## src/rtl/run_det_pkg.sv

```systemverilog
// run_det_pkg: mode encodings and mode-enable helper shared by the run detector
package run_det_pkg;
  localparam logic [1:0] MODE_BOTH  = 2'b00;
  localparam logic [1:0] MODE_ONES  = 2'b01;
  localparam logic [1:0] MODE_ZEROS = 2'b10;
  localparam logic [1:0] MODE_OFF   = 2'b11;
  function automatic logic mode_en(input logic [1:0] m, input logic b);
    return (m == MODE_BOTH) || (m == MODE_ONES && b) || (m == MODE_ZEROS && !b);
  endfunction
endpackage

```

## src/rtl/sat_counter.sv

```systemverilog
// sat_counter: saturating up-counter with clear taking priority over increment
module sat_counter #(
  parameter int W = 8
) (
  input  logic         clock,
  input  logic         reset,
  input  logic         clr,
  input  logic         inc,
  output logic [W-1:0] q
);
  always_ff @(posedge clock)
    q <= (reset || clr) ? '0 : (inc && q != '1) ? q + W'(1) : q;
endmodule

```

## src/rtl/run_detector.sv

```systemverilog
// run_detector: flags runs of RUN_LEN equal valid bits, with mode filter, overlap and hit counter
module run_detector
  import run_det_pkg::*;
#(
  parameter int RUN_LEN = 2,
  parameter int CNT_W   = 8
) (
  input  logic             clock,
  input  logic             reset,
  input  logic             x_valid,
  input  logic             x,
  input  logic [1:0]       mode,
  input  logic             overlap,
  input  logic             clear,
  output logic             y,
  output logic             y_val,
  output logic [CNT_W-1:0] det_count
);
  localparam int RW = $clog2(RUN_LEN + 1);
  logic          last, have_prev, hit, full;
  logic [RW-1:0] run, run_nxt;
  always_comb begin
    run_nxt = (!have_prev || x != last) ? RW'(1) : run + RW'(1);
    full    = run_nxt == RW'(RUN_LEN);
    hit     = x_valid && full && mode_en(mode, x);
  end
  // a disabled full run parks at RUN_LEN-1 so a later mode change fires on the next equal bit
  always_ff @(posedge clock) begin
    if (reset) begin
      y         <= 1'b0;
      y_val     <= 1'b0;
      last      <= 1'b0;
      have_prev <= 1'b0;
      run       <= '0;
    end else begin
      y <= hit;
      if (hit) y_val <= x;
      if (x_valid) begin
        last      <= x;
        have_prev <= !(hit && !overlap);
        run       <= (hit && !overlap) ? '0 : full ? RW'(RUN_LEN - 1) : run_nxt;
      end
    end
  end
  sat_counter #(.W(CNT_W)) u_cnt (
    .clock(clock),
    .reset(reset),
    .clr  (clear),
    .inc  (hit),
    .q    (det_count)
  );
endmodule

```

## config.mk

```make
export PLATFORM = sky130hd
export DESIGN_NAME = run_detector
export DESIGN_NICKNAME = d
export VERILOG_FILES = /design/src/rtl/run_det_pkg.sv /design/src/rtl/sat_counter.sv /design/src/rtl/run_detector.sv
export SDC_FILE = /design/constraint.sdc
export NUM_CORES = 1
export LEC_CHECK = 0
export ABC_CLOCK_PERIOD_IN_PS = 2100
export CAP_MARGIN = 25
export CORE_MARGIN = 2
export CORE_UTILIZATION = 30
export CTS_CLUSTER_SIZE = 12
export DETAILED_ROUTE_END_ITERATION = 12
export PLACE_DENSITY = 0.53
export SYNTH_ARGS = -nofsm -noshare
export SYNTH_HDL_FRONTEND = slang
export SYNTH_SLANG_ARGS = --single-unit
```

## constraint.sdc

```tcl
create_clock -name clock -period 2.1 [get_ports clock]
set_input_delay 0.21 -clock clock [delete_from_list [all_inputs] [get_ports clock]]
set_output_delay 0.21 -clock clock [all_outputs]
set_load 0.03 [all_outputs]
```

==> results_dict.tcl <==
set metrics [dict create \
    cts_buffers 3 \
    grt-ovfl-total 0 \
    drv_cap 0 \
    synth_top_area_share_pct 42.67 \
    worstPathMaxFanout 10 \
    finalSetupTns_ps 0 \
    dieArea_um2 2580 \
    yosysSeqAreaShare_pct 42.67 \
    synth_area_leaders "dfxtp_1, mux2i_1, o31ai_1" \
    cts.clk_slew.worst_paths_ps 90 \
    track_usage_pct 11.99 \
    wl_um 1530 \
    hold_class "flop to flop" \
    yosys-top-cells-count "dfxtp_1, nor2_1, a21oi_1" \
    ys_types 29 \
    viasPerCell 5.142 \
    cts-root-buf "clkbuf_4" \
    clockBufferDepth 2 \
    die_w_um 50.80 \
    grt_pass1_vias 562 \
    fp.dieH_um 50.80 \
    antenna-diode-count 0 \
    power.leakage_nw 0.3405 \
    port_buffers 17 \
    pwr_density_cell_nw_per_um2 508.7 \
    clock.fmax_ghz 0.5520 \
    worstPathArrival_ps 1970 \
    grt_pass1_wl_um 2311 \
    hpwl_um 1104 \
    stdcell_area_um2 937.1 \
    ios 18 \
    period_minus_slack_ps 1812 \
    core_um2 2022 \
    grt_max_degree 13 \
    ys_warn_count 0 \
    htree_num_levels 1 \
    synth_flop_cell "dfxtp_1" \
    postPlaceCellArea_um2 914.6 \
    cts_hold_buf 0 \
    vdd_drop_max_mv 0.2592 \
    syn2layout_area_growth_pct 42.67 \
    finalSetupViolCount 0 \
    end_kind "flop" \
    rsz0062_at_grt "false" \
    num_rows 16 \
    postCtsResizedCells 0 \
    drive_gt1_share_pct 15.00 \
    num_vias 653 \
    initial_utilization_pct 32.49 \
    synthArstFlopShare_pct 0 \
    start_kind "input port" \
    synth_fp_nets 83 \
    cts_tree "done" \
    yosysMostFrequentCell "dfxtp_1" \
    post_cts_buffers 0 \
    synth_cells 74 \
    clk_latency_ps 280 \
    syn_area_um2 656.9 \
    crit_type "input port to flop" \
    synth_edf_count 0 \
    drtAntennaViolNets 0 \
    run_status "completed" \
    crit_required_ps 2260 \
    hold_viol_final 0 \
    ys_ff_latch 14 \
    maxSlewHeadroom_pct 76.38 \
    firstDrtPassIters 4 \
    wire_per_inst_um 12.05 \
    finalCritPeriodShare_pct 86.27 \
    antenna_found_initial 0 \
    cts_sinks 14 \
    finalClockSkew_ps 9.185 \
    drt_iter0_drc 11 \
    avgSynthCellArea_um2 8.877 \
    drc_errors 0 \
    gp_congestion 0.7783 \
    tightest_slew_ps 354.3 \
    drv_slew 0 \
    synth_top_cell_by_area "dfxtp_1" \
    fin_nets 111 \
]
where the power goes:
| group | switching, W | internal [W] | total [W] |
|---|---|---|---|
| logic | 0.0000213 | 0.0000286 | 0.0000498 |
| registers | 0.00000275 | 0.000270 | 0.000272 |
| clock network | 0.0000882 | 0.0000664 | 0.000155 |
cells in the final DEF (no fill, tap or decap), types with 2 or more instances in the layout:
master and count:
a21oi_1 5, and4_1 2, buf_4 9, clkbuf_4 3
clkdlybuf4s50_1 17, dfxtp_1 14, inv_1 4, mux2i_1 3
nand2_1 3, nand3_1 4, nor2_1 6, o21ai_0 3
o22ai_1 2, o31ai_1 4, o41ai_1 2, or2_2 2
or4_1 4
final cells by class:
type / count / area (um2)
Timing Repair Buffer: 26 / 237.7
Fill cell: 195 / 1085
Multi-Input combinational cell: 53 / 347.8
Inverter: 4 / 15.01
Tap cell: 27 / 33.78
Sequential cell: 14 / 280.3
Clock buffer: 3 / 22.52
per-layer routing:
layer | part of all wire, % | up-vias | global-route usage [%]
li1 | - | 331 | -
met1 | 50 | 306 | 14.47
met2 | 45 | 14 | 20.18
met3 | 3.9 | 2 | 2.679
met4 | 0.65 | 0 | 5.405
met5 | 0 | - | 0
logic make-up (layout without fill, tap and decap cells):
| kind of cell | Yosys count | in the layout | synth area share, % |
|---|---|---|---|
| muxes | 3 | 3 | 4.572 |
| AOI/OAI and AO/OA | 19 | 19 | 18.67 |
| DFF | 14 | 14 | 42.67 |
| buffers and inverters | 7 | 33 | 4.380 |
| adders and majority gates | 1 | 1 | 1.904 |
| xor gates and xnor gates | 1 | 1 | 1.334 |
| and+or+nand+nor | 29 | 29 | 26.48 |
worst paths after layout:
check	cells past startpoint	to	startpoint	slack, ps
worst max-delay path	6	u_cnt.q[2]	x	290
worst min-delay path	2	u_cnt.q[7]	u_cnt.q[7]	510
worst max register to register	4	u_cnt.q[4]	u_cnt.q[0]	450
worst min register to register	2	u_cnt.q[7]	u_cnt.q[7]	510
stage by stage:
step            power, W  setup slack (ps)  std cells  hold slack [ps]  utilization [%]
6_report       0.0004767             288.3        127            506.3            46.35
3_3_place_gp   0.0003277             10.69        124            489.4            45.24
4_1_cts        0.0004793             280.0        127            510.3            46.35
3_5_place_dp   0.0003277            -5.061        124            498.4            45.24
5_1_grt        0.0005012             179.8        127            535.6            46.35
2_1_floorplan  0.0002971             402.8         74            282.4                -
state kept, by name (all words and copies together), names as in the netlist:
signal     flops
have_prev      1
y              1
run            2
last           1
u_cnt.q        8
y_val          1
critical path, stage by stage:
cell and delay (ps):
clkdlybuf4s50_1 530, mux2i_1 290, nand4_2 270, buf_4 220, o311ai_0 330, o41ai_1 120
Power figures use the tool's default switching activity.
